`src/rtl/result_hex_sender.sv`:
```
// result_hex_sender
//  Captures a RES_W-bit result on the core's done strobe and streams it as
//  RES_W/4 ASCII hex characters, most significant nibble first, over a byte
//  valid/ready port. Results arriving mid-frame are dropped and recorded in a
//  sticky overrun flag.
//  Optional feature: define HEX_SENDER_CRLF_EN to append CR (0x0D) and
//  LF (0x0A) after the last digit of every frame.
//  RES_W must be a multiple of 4 and at least 8.
module result_hex_sender #(
   parameter int UPPERCASE = 1,
   parameter int RES_W     = 128
) (
   input  logic             clock_50M,
   input  logic             reset,
   input  logic [RES_W-1:0] result,
   input  logic             result_valid,
   output logic [7:0]       tx_data,
   output logic             tx_valid,
   input  logic             tx_ready,
   output logic             busy,
   output logic             frame_done,
   output logic             overrun
);

   localparam int NIB   = RES_W / 4;
   localparam int CNT_W = (NIB > 1) ? $clog2(NIB) : 1;
   localparam logic [CNT_W-1:0] LAST_CNT = CNT_W'(NIB - 1);

`ifdef HEX_SENDER_CRLF_EN
   typedef enum logic [1:0] {
      ST_IDLE = 2'd0,
      ST_SEND = 2'd1,
      ST_TERM = 2'd2
   } state_t;
`else
   typedef enum logic [1:0] {
      ST_IDLE = 2'd0,
      ST_SEND = 2'd1
   } state_t;
`endif

   state_t             state_q, state_d;
   logic [RES_W-1:0]   shreg_q, shreg_d;
   logic [CNT_W-1:0]   count_q, count_d;
   logic [7:0]         tx_data_q, tx_data_d;
   logic               tx_valid_q, tx_valid_d;
   logic               frame_done_q, frame_done_d;
   logic               overrun_q, overrun_d;
   logic               handshake_s;
`ifdef HEX_SENDER_CRLF_EN
   logic               term_lf_q, term_lf_d;   // 0: CR on the port, 1: LF on the port
`endif

   // Nibble to ASCII hex digit; letter case selected by UPPERCASE.
   function automatic logic [7:0] hex_ascii(input logic [3:0] nib);
      logic [7:0] wide;
      wide = {4'h0, nib};
      if (nib < 4'd10) begin
         return 8'h30 + wide;
      end else if (UPPERCASE != 0) begin
         return 8'h37 + wide;
      end else begin
         return 8'h57 + wide;
      end
   endfunction

   assign handshake_s = tx_valid_q & tx_ready;

   // Next-state, datapath and output computation for the frame sequencer.
   always_comb begin
      state_d      = state_q;
      shreg_d      = shreg_q;
      count_d      = count_q;
      tx_data_d    = tx_data_q;
      tx_valid_d   = tx_valid_q;
      frame_done_d = 1'b0;
`ifdef HEX_SENDER_CRLF_EN
      term_lf_d    = term_lf_q;
`endif

      // A strobe while a frame is in flight is dropped but remembered.
      if (result_valid && (state_q != ST_IDLE)) begin
         overrun_d = 1'b1;
      end else begin
         overrun_d = overrun_q;
      end

      case (state_q)
         ST_IDLE: begin
            if (result_valid) begin
               shreg_d    = result;
               count_d    = '0;
               tx_data_d  = hex_ascii(result[RES_W-1 -: 4]);
               tx_valid_d = 1'b1;
               state_d    = ST_SEND;
            end else begin
               tx_valid_d = 1'b0;
            end
         end
         ST_SEND: begin
            if (handshake_s) begin
               shreg_d = shreg_q << 4;
               count_d = count_q + CNT_W'(1);
               if (count_q == LAST_CNT) begin
`ifdef HEX_SENDER_CRLF_EN
                  state_d   = ST_TERM;
                  tx_data_d = 8'h0D;
                  term_lf_d = 1'b0;
`else
                  state_d      = ST_IDLE;
                  tx_valid_d   = 1'b0;
                  frame_done_d = 1'b1;
`endif
               end else begin
                  // Next digit comes from the freshly shifted register.
                  tx_data_d = hex_ascii(shreg_d[RES_W-1 -: 4]);
               end
            end else begin
               state_d = ST_SEND;
            end
         end
`ifdef HEX_SENDER_CRLF_EN
         ST_TERM: begin
            if (handshake_s) begin
               if (!term_lf_q) begin
                  tx_data_d = 8'h0A;
                  term_lf_d = 1'b1;
               end else begin
                  state_d      = ST_IDLE;
                  tx_valid_d   = 1'b0;
                  frame_done_d = 1'b1;
               end
            end else begin
               state_d = ST_TERM;
            end
         end
`endif
         default: begin
            state_d    = ST_IDLE;
            tx_valid_d = 1'b0;
         end
      endcase
   end

   // State and output registers with synchronous reset that abandons any frame.
   always_ff @(posedge clock_50M) begin
      if (reset) begin
         state_q      <= ST_IDLE;
         shreg_q      <= '0;
         count_q      <= '0;
         tx_data_q    <= 8'h00;
         tx_valid_q   <= 1'b0;
         frame_done_q <= 1'b0;
         overrun_q    <= 1'b0;
`ifdef HEX_SENDER_CRLF_EN
         term_lf_q    <= 1'b0;
`endif
      end else begin
         state_q      <= state_d;
         shreg_q      <= shreg_d;
         count_q      <= count_d;
         tx_data_q    <= tx_data_d;
         tx_valid_q   <= tx_valid_d;
         frame_done_q <= frame_done_d;
         overrun_q    <= overrun_d;
`ifdef HEX_SENDER_CRLF_EN
         term_lf_q    <= term_lf_d;
`endif
      end
   end

   assign tx_data    = tx_data_q;
   assign tx_valid   = tx_valid_q;
   assign busy       = (state_q != ST_IDLE);
   assign frame_done = frame_done_q;
   assign overrun    = overrun_q;

endmodule
```
`config.mk`:
```
export PLATFORM = sky130hd
export DESIGN_NAME = result_hex_sender
export DESIGN_NICKNAME = d
export VERILOG_FILES = /design/src/rtl/result_hex_sender.sv
export SDC_FILE = /design/constraint.sdc
export NUM_CORES = 1
export LEC_CHECK = 0
export BUFFER_PORTS_ARGS = -buffer_cell sky130_fd_sc_hd__clkbuf_2
export CAP_MARGIN = 20
export CORE_MARGIN = 2
export CORE_UTILIZATION = 50
export DETAILED_ROUTE_END_ITERATION = 7
export PLACE_DENSITY = 0.83
export REMOVE_ABC_BUFFERS = 1
export SETUP_SLACK_MARGIN = 0.5
export SLEW_MARGIN = 20
export SYNTH_ARGS = -nofsm -noshare
export SYNTH_HDL_FRONTEND = slang
export SYNTH_SLANG_ARGS = --single-unit
export TNS_END_PERCENT = 30
```
`constraint.sdc`:
```
create_clock -name clock_50M -period 2.6 [get_ports clock_50M]
set_clock_uncertainty 0.15 [all_clocks]
set_input_delay 0.26 -clock clock_50M [delete_from_list [all_inputs] [get_ports clock_50M]]
set_output_delay 0.26 -clock clock_50M [all_outputs]
set_load 0.03 [all_outputs]
```
==> results.py <==
metrics = {
    "clock_network": {
        "clock_path_buffers": 2,
        "cts_buffers": 17,
        "post_cts_buffers": 0,
        "clock_sinks": 140,
        "cts_root_buf": "clkbuf_16",
        "clk_latency_ps": 420,
        "h-tree-depth": 4,
        "cts_tree": "built",
        "path_clk_slew_ps": 50,
    },
    "sta": {
        "slew_violations": 0,
        "min_period_over_period": 0.7861,
        "layout_min_cycle_time_ps": 2044,
        "relSlewSlack": 0.6287,
        "rsz0062_at_grt": "true",
        "tightest_slew_ps": 555.8,
        "timing.fmax_ghz": 0.4893,
        "hold_viol_final": 0,
        "setup_viol": 0,
    },
    "routing": {
        "wl_um": 14160,
        "viasPerCell": 5.357,
        "detail-route-antenna-nets": 0,
        "dr.pass1.iters": 4,
        "post_drt_wl_per_cell_um": 14.82,
        "vias": 5116,
        "drc": 0,
        "initialDrtViolationCount": 355,
    },
    "worst_hold_path": {
        "hold_path.class": "in2reg",
    },
    "placement": {
        "placedCellCount": 911,
        "port_buffers": 142,
        "place.gp.congestion": 0.7793,
        "hpwl_um": 8425,
        "place_area_sq_um": 6970,
    },
    "final_layout": {
        "syn_to_final_growth_pct": 22.16,
        "diodes": 0,
        "stdcell_count": 955,
        "design_area_sq_um": 7657,
        "multi_input_comb_area_sq_um": 3122,
        "final_nets": 913,
        "regArea_sq_um": 2806,
        "nFillCells": 1039,
        "drive_gt1_frac": 0.2338,
    },
    "power_and_ir_drop": {
        "vdd_ir_drop_max_mv": 0.4290,
        "p_leak_uw": 0.003238,
        "power_density_nw_per_um2": 696.9,
    },
    "grt": {
        "grt_max_degree": 74,
        "grt_pass1_vias": 4648,
        "grt_pass1_wl_um": 21980,
        "gr-total-overflow": 0,
        "antenna_found_initial": 0,
        "grt_usage": 0.2080,
    },
    "setup_path": {
        "path_class": "reg2out",
        "crit_arrival_ps": 1630,
        "crit_path_start_kind": "register",
        "worst_ep_required_time_ps": 2190,
        "crit_fanout": 62,
        "crit_path_end_kind": "output port",
    },
    "floorplan": {
        "dieArea_sq_um": 13450,
        "rows": 40,
        "initial_core_util": 0.5176,
        "coreArea_sq_um": 12110,
        "io-pin-count": 144,
        "die_h_um": 116.0,
        "die_w_um": 116.0,
    },
    "job": {
        "drv_cap": 0,
    },
    "yosys": {
        "yosysTopAreaCell": "dfxtp_1",
        "synth_top_area_share": 0.4471,
        "yosysWarnings": 0,
        "synth-seq-cells": 140,
        "syn_avg_cell_area_sq_um": 9.629,
        "ys_top_cells_by_area": "dfxtp_1 (45%), mux2i_1 (19%), a211oi_1 (15%), nor2_1 (8.0%), buf_2 (1.9%)",
        "synth_cell_type_count": 36,
        "ys_seq_area_frac": 0.4471,
        "syn_area_sq_um": 6269,
        "netlist_instances": 651,
    },
    "outcome": {
        "status": "finished clean",
    },
}
[through the flow]
stage               setup slack [ps]  hold WS, ps  setup TNS, ps  total power, uW  utilization
finish                         556.2        13.43              0             5336       0.6322
floorplan                      -5367        179.1        -711790             3055            -
detailed placement             619.8        298.8              0             3254       0.5755
CTS                            536.7       0.2093              0             5365       0.6295
global route                   474.4        15.12              0             5595       0.6322
global placement               634.5        291.9              0             3234       0.5755
[timing repair]
action                                  CTS  global route
cloned                                    1             2
endpoints found under the setup margin    1            63
gates resized for setup                   1             2
hold buffers                             12             0
pin swaps                                 0             1
hold endpoints to repair                 13             0
[worst paths after layout]
path	from	endpoint	slack [ps]	depth (start not counted)
setup / recovery	state_q[0]	busy	560	2
hold reg to reg	tx_data[2]	tx_data[2]	310	2
hold / removal	result[72]	shreg_q[72]	10	3
setup reg to reg	count_q[0]	tx_data[6]	600	6
[placed cells by master, fill, tap and decap left out, drive strengths merged, types with 6 or more instances in the layout]
cell type / n
dfxtp: 140
nand2: 11
inv: 7
dlygate4sd3: 12
buf: 11
a21oi: 11
clkbuf: 167
a22oi: 6
a211oi: 124
nor2: 135
mux2i: 121
[cell type report]
cell class | count | area share
Clock inverter | 3 | 0.001961
Clock buffer | 26 | 0.06258
Sequential cell | 140 | 0.3665
Multi-Input combinational cell | 446 | 0.4077
Timing Repair Buffer | 165 | 0.1304
Inverter | 7 | 0.003431
Tap cell | 168 | 0.02745
[Yosys cell counts (all sizes together)]
library cell and n:
and2 2, o311ai 1, a21oi 11, nand2b 2, nor2 135, xor2 2
nand4b 1, a21bo 1, buf 42, xnor2 2, o21ai 1, nand3 4
mux2i 121, o221ai 1, and3 3, o21a 3, nand2 9, clkbuf 18
inv 7, o211a 1, a211oi 124, nand4 1, ha 4, conb 1
nor3 5, a31oi 1, dfxtp 140, a22oi 6, nor2b 1, o41ai 1
[metal layers]
| metal | GRT usage | share of wire |
|---|---|---|
| met5 | 0 | 0 |
| met1 | 0.2608 | 0.44 |
| met3 | 0.06119 | 0.059 |
| met4 | 0.08175 | 0.014 |
| met2 | 0.3384 | 0.48 |
[where the power goes]
part	internal (uW)	switching [uW]	leakage (uW)
Combinational	380	436	0.00184
Sequential	2330	108	0.00116
Clock	1250	836	0.000244
[logic make-up (layout without fill, tap and decap cells)]
group	Yosys count	in the layout	synth area share
buffers and inverters	67	201	0.06228
adder cells (fa/ha/maj)	4	4	0.007984
multiplexers	121	121	0.1932
flip-flops	140	140	0.4471
AO/OA/AOI/OAI	151	151	0.1778
other	1	1	0.0005982
XOR/XNOR	4	4	0.005590
AND/OR/NAND/NOR	163	165	0.1054
[worst max-delay path, cell delays in order (launching register included)]
cell and delay (ps):
dfxtp_4 520, buf_16 390, clkbuf_2 280
[flip-flops by register name, summed over array words and instances, names as in the netlist]
name        flops
tx_data         7
shreg_q       124
overrun         1
tx_valid        1
count_q         5
frame_done      1
state_q         1
No activity file was read; power rests on OpenSTA's default activity.
